[src/rtl/tile_pkg.sv]
// Shared constants and types for the tile map write engine.
package tile_pkg;

   localparam int unsigned TILE_COLS   = 80;
   localparam int unsigned TILE_ROWS   = 60;
   localparam int unsigned NUM_TILES   = TILE_COLS * TILE_ROWS;
   localparam int unsigned MAX_TILE_ID = 40;

   typedef logic [5:0]  tile_id_t;
   typedef logic [12:0] tile_addr_t;

   localparam logic [1:0] REG_CURSOR = 2'd0;
   localparam logic [1:0] REG_DATA   = 2'd1;
   localparam logic [1:0] REG_FILL   = 2'd2;
   localparam logic [1:0] REG_STATUS = 2'd3;

   typedef enum logic [1:0] {
      IDLE = 2'd0,
      FILL = 2'd1,
      DONE = 2'd2
   } fill_state_t;

endpackage

[src/rtl/tile_fill_engine.sv]
// Bulk fill engine: writes one tile ID to every map entry, one write per cycle.
module tile_fill_engine #(
   parameter int unsigned NUM_TILES = tile_pkg::NUM_TILES
) (
   input  logic        clk,
   input  logic        reset_n,
   input  logic        start,
   input  logic [5:0]  id,
   output logic        we,
   output logic [12:0] addr,
   output logic [5:0]  data,
   output logic        busy
);
   import tile_pkg::*;

   localparam tile_addr_t LAST_ADDR = tile_addr_t'(NUM_TILES - 1);

   fill_state_t state_q, state_d;
   logic        we_q, we_d;
   tile_addr_t  addr_q, addr_d;
   tile_id_t    data_q, data_d;

   // Next-state and write-port sequencing for the fill sweep.
   always_comb begin
      state_d = state_q;
      we_d    = 1'b0;
      addr_d  = addr_q;
      data_d  = data_q;
      case (state_q)
         IDLE: begin
            if (start) begin
               state_d = FILL;
               we_d    = 1'b1;
               addr_d  = '0;
               data_d  = id;
            end
         end
         FILL: begin
            if (addr_q == LAST_ADDR) begin
               state_d = DONE;
            end else begin
               we_d   = 1'b1;
               addr_d = addr_q + 13'd1;
            end
         end
         DONE:    state_d = IDLE;
         default: state_d = IDLE;
      endcase
   end

   // State and registered write port.
   always_ff @(posedge clk or negedge reset_n) begin
      if (!reset_n) begin
         state_q <= IDLE;
         we_q    <= 1'b0;
         addr_q  <= '0;
         data_q  <= '0;
      end else begin
         state_q <= state_d;
         we_q    <= we_d;
         addr_q  <= addr_d;
         data_q  <= data_d;
      end
   end

   assign we   = we_q;
   assign addr = addr_q;
   assign data = data_q;
   assign busy = (state_q != IDLE);

endmodule

[src/rtl/tile_map_writer.sv]
// Avalon-MM slave that writes the tile map RAM via a cursor or a bulk fill.
module tile_map_writer #(
   parameter int unsigned NUM_TILES   = tile_pkg::NUM_TILES,
   parameter int unsigned MAX_TILE_ID = tile_pkg::MAX_TILE_ID
) (
   input  logic        clk,
   input  logic        reset_n,
   input  logic        chipselect,
   input  logic        write,
   input  logic        read,
   input  logic [1:0]  address,
   input  logic [15:0] writedata,
   output logic [15:0] readdata,
   output logic        tile_we,
   output logic [12:0] tile_waddr,
   output logic [5:0]  tile_wdata,
   output logic        busy
);
   import tile_pkg::*;

   localparam tile_addr_t LAST_ADDR = tile_addr_t'(NUM_TILES - 1);
   localparam tile_id_t   MAX_ID    = tile_id_t'(MAX_TILE_ID);

   tile_addr_t  cursor_q, cursor_d;
   logic        err_id_q, err_id_d;
   logic        err_addr_q, err_addr_d;
   logic        err_busy_q, err_busy_d;
   tile_id_t    last_fill_q, last_fill_d;
   logic [15:0] readdata_q, readdata_d;
   logic        sw_we_q, sw_we_d;
   tile_addr_t  sw_addr_q, sw_addr_d;
   tile_id_t    sw_data_q, sw_data_d;

   logic        fill_start;
   logic        fe_we, fe_busy;
   tile_addr_t  fe_addr;
   tile_id_t    fe_data;

   logic        wr, rd;
   logic        set_id, set_addr, set_busy;
   tile_id_t    wd_id;

   assign wr    = chipselect & write;
   assign rd    = chipselect & read;
   assign wd_id = writedata[5:0];

   tile_fill_engine #(
      .NUM_TILES (NUM_TILES)
   ) u_fill (
      .clk     (clk),
      .reset_n (reset_n),
      .start   (fill_start),
      .id      (wd_id),
      .we      (fe_we),
      .addr    (fe_addr),
      .data    (fe_data),
      .busy    (fe_busy)
   );

   // Register-write decode, error flags and read mux.
   always_comb begin
      cursor_d    = cursor_q;
      err_id_d    = err_id_q;
      err_addr_d  = err_addr_q;
      err_busy_d  = err_busy_q;
      last_fill_d = last_fill_q;
      readdata_d  = readdata_q;
      sw_we_d     = 1'b0;
      sw_addr_d   = sw_addr_q;
      sw_data_d   = sw_data_q;
      fill_start  = 1'b0;
      set_id      = 1'b0;
      set_addr    = 1'b0;
      set_busy    = 1'b0;

      if (wr) begin
         case (address)
            REG_CURSOR: begin
               if (fe_busy)                          set_busy = 1'b1;
               else if (writedata > 16'(LAST_ADDR))  set_addr = 1'b1;
               else                                  cursor_d = writedata[12:0];
            end
            REG_DATA: begin
               if (fe_busy)              set_busy = 1'b1;
               else if (wd_id > MAX_ID)  set_id   = 1'b1;
               else begin
                  sw_we_d   = 1'b1;
                  sw_addr_d = cursor_q;
                  sw_data_d = wd_id;
                  cursor_d  = (cursor_q == LAST_ADDR) ? '0 : cursor_q + 13'd1;
               end
            end
            REG_FILL: begin
               if (fe_busy)              set_busy = 1'b1;
               else if (wd_id > MAX_ID)  set_id   = 1'b1;
               else begin
                  fill_start  = 1'b1;
                  last_fill_d = wd_id;
               end
            end
            default: begin
               if (writedata[1]) err_id_d   = 1'b0;
               if (writedata[2]) err_addr_d = 1'b0;
               if (writedata[3]) err_busy_d = 1'b0;
            end
         endcase
      end

      // Sets are applied after the clears so a same-cycle error wins.
      if (set_id)   err_id_d   = 1'b1;
      if (set_addr) err_addr_d = 1'b1;
      if (set_busy) err_busy_d = 1'b1;

      if (rd) begin
         case (address)
            REG_CURSOR: readdata_d = {3'b000, cursor_q};
            REG_FILL:   readdata_d = {10'd0, last_fill_q};
            REG_STATUS: readdata_d = {12'd0, err_busy_q, err_addr_q, err_id_q, fe_busy};
            default:    readdata_d = '0;
         endcase
      end
   end

   // Register file, single-write port and read data.
   always_ff @(posedge clk or negedge reset_n) begin
      if (!reset_n) begin
         cursor_q    <= '0;
         err_id_q    <= 1'b0;
         err_addr_q  <= 1'b0;
         err_busy_q  <= 1'b0;
         last_fill_q <= '0;
         readdata_q  <= '0;
         sw_we_q     <= 1'b0;
         sw_addr_q   <= '0;
         sw_data_q   <= '0;
      end else begin
         cursor_q    <= cursor_d;
         err_id_q    <= err_id_d;
         err_addr_q  <= err_addr_d;
         err_busy_q  <= err_busy_d;
         last_fill_q <= last_fill_d;
         readdata_q  <= readdata_d;
         sw_we_q     <= sw_we_d;
         sw_addr_q   <= sw_addr_d;
         sw_data_q   <= sw_data_d;
      end
   end

   // Both write sources are flops; single writes are only accepted while the
   // engine is idle, so the two enables never overlap and a plain OR/mux suffices.
   assign tile_we    = fe_we | sw_we_q;
   assign tile_waddr = fe_we ? fe_addr : sw_addr_q;
   assign tile_wdata = fe_we ? fe_data : sw_data_q;
   assign readdata   = readdata_q;
   assign busy       = fe_busy;

endmodule

[config.mk]
export PLATFORM = sky130hd
export DESIGN_NAME = tile_map_writer
export DESIGN_NICKNAME = d
export VERILOG_FILES = /design/src/rtl/tile_pkg.sv /design/src/rtl/tile_fill_engine.sv /design/src/rtl/tile_map_writer.sv
export SDC_FILE = /design/constraint.sdc
export NUM_CORES = 1
export LEC_CHECK = 0
export CORE_MARGIN = 8
export CORE_UTILIZATION = 56
export CTS_BUF_LIST = sky130_fd_sc_hd__clkbuf_2
export CTS_CLUSTER_DIAMETER = 40
export DETAILED_ROUTE_END_ITERATION = 16
export PLACE_DENSITY = 0.82
export SYNTH_ARGS = -nofsm -noshare
export SYNTH_HDL_FRONTEND = slang
export SYNTH_SLANG_ARGS = --single-unit
[constraint.sdc]
create_clock -name clk -period 2.88 [get_ports clk]
set_clock_uncertainty 0.15 [all_clocks]
set_input_delay 0.432 -clock clk [delete_from_list [all_inputs] [get_ports clk]]
set_output_delay 0.432 -clock clk [all_outputs]
set_load 0.02 [all_outputs]
==> flow_summary.yaml <==
outcome:
  run_status: "finished, final reports clean"
die:
  coreArea_mm2: 0.00679
  die-area_mm2: 0.00998
  start_util: 0.580
  ioPinCount: 60
  row_count: 30
  fp.dieW_um: 99.9
  die_h_um: 99.9
worst_setup_path:
  critPathCaptureType: "output pin"
  crit_path_start_kind: "register"
  crit_fanout: 9
  critical_path.top_delay_family: "buffers and inverters"
  critPathArrivalTime_ps: 2120
  max_stage_delay_ps: 550
  worstPathCellList: "buf_4 > mux2_2 > clkdlybuf4s50_1"
  required_ps: 2300
  worst_path_max_delay_cell: "clkdlybuf4s50_1"
  timing_worst_setup_path_type: "register to output pin"
  number_of_buffers_and_inverters_on_the_critical_path: 2
timing:
  min_period_ps: 2710
  report.final.hold_viol_count: 0
  finalSetupViolCount: 0
  post-route-worst-setup-slack_ps: 174
  final.period_utilization: 0.940
  report.final.slew_viol_count: 0
  clock.fmax_mhz: 370
  maxSlewHeadroom: 0.355
  grt_setup_unrepaired: "false"
  worst_pin_slew_ps: 967
synthesis:
  synth_ff_type: "dfrtp_1"
  post_synth_fa_ha_maj_area_fraction: 0.0254
  post_synth_num_cell_types: 60
  synth-warning-count: 0
  post-synth-top-area-fraction: 0.489
  synthCells: 399
  synth.area.top_cells: "dfrtp_1 49%, nand2_1 6.7%, mux2_2 6.0%"
  synth_compound_gate_area_share: 0.123
  synth_area_leader_cell: "dfrtp_1"
  seq_area_frac_synth: 0.489
  synth-xor-area-share: 0.0222
  post_synth_and_or_nand_nor_area_fraction: 0.195
  flop_and_latch_count_out_of_synthesis: 77
  synthMuxAreaShare: 0.103
  async_flop_share: 1.00
  synth_top_family_by_area: "simple AND/OR/NAND/NOR gates"
  synth_edf_count: 0
  synth_area_per_cell_um2: 9.88
  post_synth_instance_area_mm2: 0.00394
clock_tree:
  worst_skew_pair.late_latency_ps: 520
  post_cts.resized_instances: 0
  clock-root-buffer: "clkbuf_2"
  postCtsSetupRepairBufs: 0
  cts_sinks: 77
  clock_buffers_created_by_tritoncts: 9
  clock_path_buffers: 2
  cts_tree: "yes"
  clk_transition_reported_paths_ps: 190
  clock_tree.htree_level_count: 3
drt:
  wl_um: 9900
  detail_route.wl_per_cell_um: 17.7
  vias: 3286
  remaining_drc_errors: 0
  drt-vias-per-instance: 5.89
  drt_pass1_iterations: 5
  ant_nets: 0
  initialDrtViolationCount: 263
finish:
  area_growth_pct: 20.8
  sequential_cell_area_mm2: 0.00193
  layout.nets: 488
  multi_input_area_mm2: 0.00186
  num_antenna_cells: 0
  post_layout_nonfiller_instances: 558
  drive_gt1_frac: 0.130
  post-route-util: 0.701
  filler_cell_count: 531
grt:
  overflow: 0
  grtUsageTotal: 0.205
  grt_first_pass_wirelength_um: 16300
  grt_max_degree: 78
  first_global_vias: 3341
  grt_antenna_before_repair: 0
placed_design:
  gpl_wtd_cong: 0.897
  pre_cts_slack_ps: -19.0
  place_inst: 541
  port_buffers: 56
  dpl.hpwl_um: 7310
power:
  power_density_mw_per_mm2: 542
  post-layout-total-power_mw: 2.58
  power_leakage_nw: 2.17
  max-vdd-ir-drop_mv: 0.364
worst_hold_path:
  holdCritPathClass: "register to register"
job:
  max_cap_violations: 0
==> placed cells by master, fill, tap and decap left out, drive strengths merged, types with 7 or more instances in the layout <==
| cell | netlist | final |
|---|---|---|
| mux2 | 35 | 35 |
| inv | 10 | 10 |
| ha | 8 | 8 |
| nor2 | 24 | 24 |
| a21oi | 10 | 10 |
| nand3 | 20 | 20 |
| nand4 | 7 | 7 |
| clkdlybuf4s50 | 0 | 55 |
| o21ai | 41 | 41 |
| nand2 | 72 | 72 |
| clkbuf | 13 | 10 |
| buf | 12 | 14 |
| dfrtp | 77 | 77 |
| xor2 | 7 | 7 |
==> path summary, 6_finish.rpt <==
check | start | end | slack [ps] | cells past startpoint
setup reg to reg | u_fill.addr[8] | u_fill.addr[2] | 520 | 5
min in group asynchronous | reset_n | u_fill.addr[2] | 420 | 2
hold reg to reg | readdata[2] | readdata[2] | 350 | 2
max in group asynchronous | reset_n | cursor_q[3] | 1540 | 2
setup / recovery | u_fill.we | tile_wdata[0] | 170 | 3
hold / removal | readdata[2] | readdata[2] | 350 | 2
==> metal layers <==
metal	GRT usage	vias to the layer above	wire, µm
met5	0	-	0
met4	0.101	0	261
met3	0.0408	29	738
met2	0.335	152	4780
met1	0.253	1578	4120
li1	-	1527	-
==> per-stage QoR <==
stage / cell area [µm²] / setup TNS [ps] / hold WS, ps
floorplan: 3950 / 0 / -13.6
detailed placement: 4600 / -19.0 / 320
finish: 4760 / 0 / 354
global route: 4760 / 0 / 382
global placement: 4600 / 0 / 305
CTS: 4760 / 0 / 339
==> flip-flops by register name, summed over array words and instances, names as in the netlist <==
signal / flops
last_fill_q: 6
u_fill.we: 1
err_id_q: 1
u_fill.addr: 13
cursor_q: 13
sw_addr_q: 13
u_fill.data: 6
err_addr_q: 1
readdata: 13
err_busy_q: 1
sw_data_q: 6
u_fill.state_q: 2
sw_we_q: 1
==> synthesized netlist by cell type, types with 6 or more instances <==
| cell | n |
|---|---|
| dfrtp_1 | 77 |
| nand4_1 | 6 |
| o21ai_1 | 19 |
| o21ai_0 | 21 |
| nand2_1 | 70 |
| clkbuf_1 | 13 |
| mux2_2 | 21 |
| mux2_1 | 14 |
| inv_1 | 10 |
| nor2_1 | 24 |
| ha_1 | 8 |
| nand3_1 | 19 |
| xor2_1 | 7 |
| a21oi_1 | 10 |
==> timing repair <==
action,CTS,global route
hold endpoints to repair,77,0
setup endpoints to repair,0,0
hold buffers,1,0
==> final cells by class <==
type	count	share of cell area
Timing Repair Buffer	70	0.140
Clock inverter	6	0.0213
Tap cell	96	0.0252
Sequential cell	77	0.405
Inverter	10	0.00789
Clock buffer	10	0.0105
Multi-Input combinational cell	289	0.390
==> where the power goes <==
| group | internal [mW] | total, mW | switching [mW] |
|---|---|---|---|
| sequential | 1.16 | 1.26 | 0.102 |
| combinational | 0.290 | 0.581 | 0.290 |
| clock | 0.370 | 0.736 | 0.366 |
==> logic make-up (layout without fill, tap and decap cells) <==
family / Yosys count / in the layout
AND/OR/NAND/NOR: 156 / 156
adder cells (fa/ha/maj): 8 / 8
flip-flops: 77 / 77
XOR/XNOR: 10 / 10
buffers and inverters: 35 / 96
multiplexers: 36 / 36
AO/OA/AOI/OAI: 76 / 76
other: 1 / 3
==> worst register-to-register path, cell delays in order, from the launching register on <==
cell and delay [ps]:
dfrtp_1 490, or4b_1 570, or4_1 640, nand3_1 200, xor2_1 160, nor2_1 50
Note: power is estimated with default switching activity, not from simulation.
